## config.mk

```make
export PLATFORM = sky130hd
export DESIGN_NAME = and21nor_pipe
export DESIGN_NICKNAME = d
export VERILOG_FILES = /design/src/rtl/and21nor_pipe_pkg.sv /design/src/rtl/and21nor_pipe_stage.sv /design/src/rtl/and21nor_pipe.sv
export SDC_FILE = /design/constraint.sdc
export NUM_CORES = 1
export LEC_CHECK = 0
export BUFFER_PORTS_ARGS = -buffer_cell sky130_fd_sc_hd__buf_4
export CORE_MARGIN = 5
export CORE_UTILIZATION = 48
export CTS_CLUSTER_SIZE = 30
export DETAILED_ROUTE_END_ITERATION = 8
export PLACE_DENSITY_LB_ADDON = 0.1
export SETUP_SLACK_MARGIN = 0.1
export SKIP_LAST_GASP = 1
export SLEW_MARGIN = 30
export SYNTH_ARGS = -nofsm -noshare
export SYNTH_HDL_FRONTEND = slang
export SYNTH_SLANG_ARGS = --single-unit
```

## constraint.sdc

```tcl
create_clock -name ck -period 2 [get_ports ck]
set_clock_uncertainty 0.2 [all_clocks]
set_input_delay 0 -clock ck [delete_from_list [all_inputs] [get_ports ck]]
set_output_delay 0 -clock ck [all_outputs]
set_load 0.01 [all_outputs]
```

## src/rtl/and21nor_pipe_pkg.sv

```systemverilog
// Shared types and the lane function for the AOI21/OAI21 streaming pipeline.
package and21nor_pkg;

  typedef enum logic {MODE_AOI = 1'b0, MODE_OAI = 1'b1} mode_t;

  localparam int DEPTH_MAX = 4;

  // Widest lane count the shared evaluator handles; callers zero-extend
  // their operands and truncate the result back to their own width.
  localparam int AOI_W_MAX = 64;

  // Bitwise lane function: AOI21 = ~((a & b) | c), OAI21 = ~((a | b) & c).
  function automatic logic [AOI_W_MAX-1:0] aoi_eval(
    input logic [AOI_W_MAX-1:0] i0,
    input logic [AOI_W_MAX-1:0] i1,
    input logic [AOI_W_MAX-1:0] i2,
    input mode_t                mode
  );
    if (mode == MODE_OAI) return ~((i0 | i1) & i2);
    else                  return ~((i0 & i1) | i2);
  endfunction

endpackage

```

## src/rtl/and21nor_pipe_stage.sv

```systemverilog
// One elastic pipeline slot: a valid bit plus WIDTH data bits that take the
// upstream slot whenever this slot advances.
module and21nor_pipe_stage
  import and21nor_pkg::*;
#(
  parameter int WIDTH = 8
) (
  input  logic             ck,
  input  logic             rst,
  input  logic             i_adv,
  input  logic             i_vld,
  input  logic [WIDTH-1:0] i_data,
  output logic             o_vld,
  output logic [WIDTH-1:0] o_data
);

  logic             r_vld;
  logic [WIDTH-1:0] r_data;

  // Slot register: on advance take the upstream valid; data only moves when
  // something real arrives, so an emptied slot keeps its last value.
  always_ff @(posedge ck or posedge rst) begin
    if (rst) begin
      r_vld  <= 1'b0;
      r_data <= '0;
    end else if (i_adv) begin
      r_vld <= i_vld;
      if (i_vld) r_data <= i_data;
    end
  end

  assign o_vld  = r_vld;
  assign o_data = r_data;

endmodule

```

## src/rtl/and21nor_pipe.sv

```systemverilog
// WIDTH-lane AOI21/OAI21 datapath behind a DEPTH-stage elastic valid/ready
// pipeline with a purely combinational ready chain (no skid register).
module and21nor_pipe
  import and21nor_pkg::*;
#(
  parameter int WIDTH = 8,
  parameter int DEPTH = 2
) (
  input  logic                         ck,
  input  logic                         rst,
  input  logic                         in_valid,
  output logic                         in_ready,
  input  logic                         mode,
  input  logic [WIDTH-1:0]             i0,
  input  logic [WIDTH-1:0]             i1,
  input  logic [WIDTH-1:0]             i2,
  output logic                         out_valid,
  input  logic                         out_ready,
  output logic [WIDTH-1:0]             nq,
  output logic                         busy,
  output logic [$clog2(DEPTH+1)-1:0]   occupancy
);

  localparam int OCC_W = $clog2(DEPTH + 1);

  if (DEPTH < 1 || DEPTH > DEPTH_MAX) begin : g_bad_depth
    $error("and21nor_pipe: DEPTH must be within 1..DEPTH_MAX");
  end
  if (WIDTH < 1 || WIDTH > AOI_W_MAX) begin : g_bad_width
    $error("and21nor_pipe: WIDTH must be within 1..AOI_W_MAX");
  end

  logic [WIDTH-1:0] w_func;
  logic [DEPTH-1:0] w_vld;
  logic [WIDTH-1:0] w_dat [DEPTH];
  // w_adv[k] = stage k advances this cycle; w_adv[DEPTH] is the sink's ready.
  logic [DEPTH:0]   w_adv;
  logic [OCC_W-1:0] w_occ;

  assign w_func = WIDTH'(aoi_eval(AOI_W_MAX'(i0), AOI_W_MAX'(i1),
                                  AOI_W_MAX'(i2), mode_t'(mode)));

  // Ready chain from the sink back to the source: a stage moves if it is
  // empty or if the stage after it moves, which also collapses bubbles.
  always_comb begin
    w_adv        = '0;
    w_adv[DEPTH] = out_ready;
    for (int k = DEPTH - 1; k >= 0; k--) begin
      w_adv[k] = !w_vld[k] || w_adv[k+1];
    end
  end

  for (genvar g = 0; g < DEPTH; g++) begin : g_stage
    if (g == 0) begin : g_head
      and21nor_pipe_stage #(.WIDTH(WIDTH)) u_stage (
        .ck     (ck),
        .rst    (rst),
        .i_adv  (w_adv[g]),
        .i_vld  (in_valid),
        .i_data (w_func),
        .o_vld  (w_vld[g]),
        .o_data (w_dat[g])
      );
    end else begin : g_body
      and21nor_pipe_stage #(.WIDTH(WIDTH)) u_stage (
        .ck     (ck),
        .rst    (rst),
        .i_adv  (w_adv[g]),
        .i_vld  (w_vld[g-1]),
        .i_data (w_dat[g-1]),
        .o_vld  (w_vld[g]),
        .o_data (w_dat[g])
      );
    end
  end

  // Population count of the registered stage valid bits.
  always_comb begin
    w_occ = '0;
    for (int k = 0; k < DEPTH; k++) begin
      w_occ = w_occ + OCC_W'(w_vld[k]);
    end
  end

  assign in_ready  = w_adv[0];
  assign out_valid = w_vld[DEPTH-1];
  assign nq        = w_dat[DEPTH-1];
  assign occupancy = w_occ;
  assign busy      = (w_occ != '0);

endmodule

```

# Word-level counts from Yosys, hierarchy flattened
# Index checks and enable logic that the tools add are counted.
# Widths: inputs -> output; s select.
# op_classes
add_sub_neg	1
n_mux	1
bitwise	6
reduce_logical	7
# op_table
cell	n
$and 8x8->8	2
$not 8->8	2
$or 8x8->8	2
$mux 8	1
$reduce_and 2->1	2
$add 1x1->2	1
$logic_not 1->1	2
$logic_or 1x1->1	2
$reduce_bool 2->1	1
# word_totals
reg_bits	18
inputBits	29
wordCells	19

# Longest topological paths before layout
# depth
word_depth	4
ltp_mapped	5

# Hierarchy
# Synthesis repeated with hierarchy kept, for this count alone.
# unflattened
hier_cells	75
area_unflattened_um2	884.6
# by_module_without_submodules
mod	instances	cells_per_inst	area_per_inst_um2
and21nor_pipe_stage	2	21	339.1
and21nor_pipe	1	33	206.4

# Worst setup path after synthesis
# Ideal clock, no wire load.
# synth_path
kind	register to register
from	register g_stage[1].g_body.u_stage.r_vld
to	register g_stage[1].g_body.u_stage.r_data[0]
setup_ns	0.125
arrival_time_ns	1.003
t_required_ns	1.675
setup_slack_ns	0.672
path_stages_with_launch	4
path_buffers	0
cell_sequence	dfrtp_1 > nand2b_1 > nand2_2 > mux2_2
# synth_between
elab_chain_cells	3
# synth_lines
item	line	source
from (decl)	and21nor_pipe_stage.sv:17	logic r_vld;
from (signal assigned)	and21nor_pipe_stage.sv:27	r_vld <= i_vld;
$logic_not 1->1	and21nor_pipe.sv:49	w_adv[k] = !w_vld[k] || w_adv[k+1];
$logic_or 1x1->1	and21nor_pipe.sv:49	
$reduce_and 2->1 (no source line)	--	
to (signal assigned)	and21nor_pipe_stage.sv:28	if (i_vld) r_data <= i_data;
to (decl)	and21nor_pipe_stage.sv:18	logic [WIDTH-1:0] r_data;
# No other way between the ends.
# A chain may end at the register's enable or synchronous reset.

# Worst setup path in the final report
# layout_path
from	input port mode
to	register g_stage[0].g_head.u_stage.r_data[6]
# layout_between
elab_chain_cells	1
# layout_lines
item	line	source
from (decl)	and21nor_pipe.sv:13	input logic mode,
$mux 8	and21nor_pipe_pkg.sv:19	if (mode == MODE_OAI) return ~((i0 | i1) & i2);
to (signal assigned)	and21nor_pipe_stage.sv:28	
to (decl)	and21nor_pipe_stage.sv:18	
# No other way between the ends.

==> results.txt <==
- Number of enable-type register cells in the synthesized netlist: 0
- Counting every net in the synthesized netlist gives 114.
- Number of detailed-route iterations in the first pass: 4
- Sequential Area: 450 µm²
* Proportion of layout cells with a drive suffix above 1: 34.4%
- Clock tree synthesis inserted a total of 3 buffers.
- Across the run, the number of max-cap violations was 0.
- Dividing the detail-routed wire length by the instance count gives 19.8 µm.
* Fin. Hold Viols: 0
* Capture point of the worst path: g_stage[0].g_head.u_stage.o_data[6]
* Clock edge transition at the registers on the reported setup and hold paths: 110 ps
- The max-slew violation total from the final report was 0.
- At the later pin of the worst-skew pair, clock insertion delay measures 290 ps.
- Count of mapped cells out of synthesis: 83
- No sink is reached through more buffers than the 2 on the longest clock path.
- Period Utilization, post-route: 93.2%
- A synthesized cell averages 10.9 µm².
- Initial antenna violation count: 0
- H-tree depth: 1
- Number of primary I/O pins: 42
- Library cells used by synthesis: 17
- For the pin with the worst max-slew slack, the measured transition is 710 ps.
- Worst vdd ir: 0.000474 V
- Area of the mapped netlist: 902 µm²
- After floorplanning, the core was sized to cover 1760 µm².
* Area of the die: 2850 µm²
- The die is 53.4 µm wide.
- Counting flops with an async set or reset pin after synthesis yields a share of 100%.
- Buffers and inverters on the worst path: 4
- The run finished with clean final reports.
- Count of yosys warnings during synthesis: 0
* Pin count of the biggest net entering global routing: 19
- For this run, the register share of the synthesized area comes to 49.9%.
* Max Freq: 537 MHz
* DPL Wire Length: 1580 µm
* Crit path depth: 6
* Number of instances in the placed design: 147
- Relative slew margins: 52.6%
- Via count: 1087
* Setup repair after global routing missed its margin: yes
- The path class of the tightest hold or removal check is in2reg.
- Y dimension of the die: 53.4 µm
* DRC violation count after routing: 0
- Clock period minus final worst setup slack: 1860 ps
- Overflow after GRT: 0
* Most used DFF post-synth: sky130_fd_sc_hd__dfrtp_1
- For this run, the total global-route usage over all layers was measured as 29.7%.
* Slowest cell on the critical path: sky130_fd_sc_hd__dlygate4sd3_1
- Worst Setup Path Type: in2reg
* Pre-CTS setup slack: 520 ps
* Final std cell area, no fill: 1600 µm²
* Gp weighted congestion: 0.749
* Clk Tree Root Cell: sky130_fd_sc_hd__clkbuf_4
* Cell chain of the critical path: dlygate4sd3_1 > buf_4 > clkinvlp_4 > o21ai_0 > dlygate4sd3_1 > a41o_1
- The layout has 81 filler cells.
- The first routing iteration left 49 violations.
- Data arrival at the endpoint of the critical path: 1910 ps
* Post-Route Setup TNS: 0 ps
* Length in cells of the worst reg-to-reg path: 4
* Wire length after detailed routing: 3670 µm
- The final layout contains 193 nets.
- Number of failing setup endpoints in the final timing report: 0
- Among cell families on the critical path, the largest total delay comes from buffers and inverters.
- Kind of end point of the critical path: flip-flop
- First-pass GRT wire length: 5800 µm
- Power density cells: 650 nW/µm²
- After floorplanning, the core was divided into 15 placement rows.
- In this run the critical register-to-register path is captured at g_stage[0].g_head.u_stage.o_data[5].
- In this design, the critical path's most frequently occurring cell is sky130_fd_sc_hd__dlygate4sd3_1.
- In the final layout, the multi-input gates occupy 409 µm².
- The synthesized design contains 18 register bits.
* Required time at the worst-slack endpoint: 2050 ps
- Fraction of synthesized cell area taken by the top area cell type: 49.9%
* Vias in the first global route: 1179
- The most critical setup path has its startpoint at mode.
- Register-to-register path setup slack: 360 ps
- Along the worst path, the maximum fanout reaches 9.
- Slowest Stage Delay on Critical Path: 610 ps
- The detail route stage leaves a number of antenna-violating nets equal to 0.
- Once placement finished, the instance area stood at 1220 µm².
* Ant. Diodes: 0
* Beginning of the worst register-to-register path: g_stage[1].g_body.u_stage.o_vld
- Compared with the post-synthesis result, the final layout area differs by 77.5%.
- Setup ws final: 137 ps
* # port buffers: 41
- Final Non-Filler Cells: 185
- The tree built by TritonCTS fans out to 18 sinks.
- Biggest area contributors in the synthesized netlist: sky130_fd_sc_hd__dfrtp_1 (50%), sky130_fd_sc_hd__mux2_2 (10%), sky130_fd_sc_hd__o21ai_0 (9.4%)
- Starting utilization of the core area: 51.1%
- Clock tree from TritonCTS: done
- Leakage power: 0.779 nW
- Min Hold Slack: 53.9 ps
* Most area-hungry cell type in the Yosys netlist: sky130_fd_sc_hd__dfrtp_1
- Using the TritonRoute via totals, the vias-per-cell ratio works out to 5.88.
* Setup Fix Bufs, Post-CTS: 0
- CP Launch Type: input pin
layer usage:
layer  routed length [µm]  vias to the layer above  part of all wire, %  GRT usage, %
met2                 1750                       97                   48          50.4
li1                     -                      457                    -             -
met3                  360                       28                  9.8          5.63
met4                  240                        0                  6.5          21.7
met1                 1320                      505                   36          32.5
met5                    0                        -                    0             0
cell usage in the layout (no fill, tap or decap):
cell / instances
sky130_fd_sc_hd__a41o_1: 7
sky130_fd_sc_hd__nand2_1: 3
sky130_fd_sc_hd__buf_4: 41
sky130_fd_sc_hd__and3b_1: 1
sky130_fd_sc_hd__mux2_2: 8
sky130_fd_sc_hd__ha_1: 2
sky130_fd_sc_hd__a21boi_0: 7
sky130_fd_sc_hd__dfrtp_1: 18
sky130_fd_sc_hd__nor2b_1: 7
sky130_fd_sc_hd__inv_2: 1
sky130_fd_sc_hd__dlygate4sd3_1: 35
sky130_fd_sc_hd__nand2b_1: 1
sky130_fd_sc_hd__clkinvlp_4: 1
sky130_fd_sc_hd__clkbuf_4: 3
sky130_fd_sc_hd__a21oi_1: 1
sky130_fd_sc_hd__inv_1: 5
sky130_fd_sc_hd__o21ai_0: 17
sky130_fd_sc_hd__nand2_2: 1
sky130_fd_sc_hd__o21ai_1: 1
final cells by class:
type | count | area share [%]
Sequential cell | 18 | 28.1
Inverter | 7 | 1.87
Multi-Input combinational cell | 56 | 25.5
Tap cell | 25 | 1.95
Clock buffer | 3 | 1.41
Timing Repair Buffer | 76 | 41.1
worst register-to-register path, delay by kind of cell, from the launching register on:
family	cells	cell delay [ps]
compound gates	2	430
flops	1	440
buf+inv	1	230
simple gates	1	220
what timing repair did:
item	in CTS	in global routing
setup endpoints to repair	0	6
resized for setup	0	1
hold buffers	35	0
hold endpoints to repair	28	0
Yosys cell counts (2+ instances only):
cell type and count:
sky130_fd_sc_hd__dfrtp_1 18, sky130_fd_sc_hd__o21ai_0 17, sky130_fd_sc_hd__mux2_2 8, sky130_fd_sc_hd__a21boi_0 7
sky130_fd_sc_hd__a41o_1 7, sky130_fd_sc_hd__nor2b_1 7, sky130_fd_sc_hd__inv_1 6, sky130_fd_sc_hd__nand2_1 3
sky130_fd_sc_hd__ha_1 2
sequential cells by signal, indices dropped and copies added (netlist names):
register / flops
g_stage.g_body.u_stage.o_data: 8
g_stage.g_head.u_stage.o_vld: 1
g_stage.g_head.u_stage.o_data: 8
g_stage.g_body.u_stage.o_vld: 1
power by group:
part / internal (W) / total, W / switching, W / leakage, nW
Combinational: 0.000219 / 0.000373 / 0.000154 / 0.544
Clock: 0.0000702 / 0.000190 / 0.000120 / 0.0138
Sequential: 0.000432 / 0.000478 / 0.0000452 / 0.221
Total: 0.000721 / 0.00104 / 0.000319 / 0.779
worst min path at each step:
stage                      from                                  end  slack (ps)  depth (start not counted)
after floorplan             rst  g_stage[0].g_head.u_stage.o_data[0]        -260                          1
after global placement      rst  g_stage[1].g_body.u_stage.o_data[6]         -60                          2
after detailed placement    rst  g_stage[1].g_body.u_stage.o_data[6]         -60                          2
after CTS                 i1[5]  g_stage[0].g_head.u_stage.o_data[5]          40                          4
after global routing      i1[5]  g_stage[0].g_head.u_stage.o_data[5]          60                          4
final                     i1[5]  g_stage[0].g_head.u_stage.o_data[5]          50                          4
metrics by stage:
| stage | util [%] | power [W] |
|---|---|---|
| after floorplan | - | 0.000614 |
| after global placement | 69.4 | 0.000754 |
| after detailed placement | 69.4 | 0.000763 |
| after CTS | 90.6 | 0.000997 |
| after global routing | 90.8 | 0.00109 |
| final | 90.8 | 0.00104 |
kinds of logic (layout without fill, tap and decap cells):
kind of cell,Yosys count,after routing,share of synthesized area (%)
flip-flops,18,18,49.9
adder cells (fa/ha/maj),2,2,2.77
AO/OA/AOI/OAI,33,33,24.1
buffers and inverters,9,86,4.71
multiplexers,8,8,9.99
AND/OR/NAND/NOR,13,13,8.46
(Power assumes the default switching activity.)
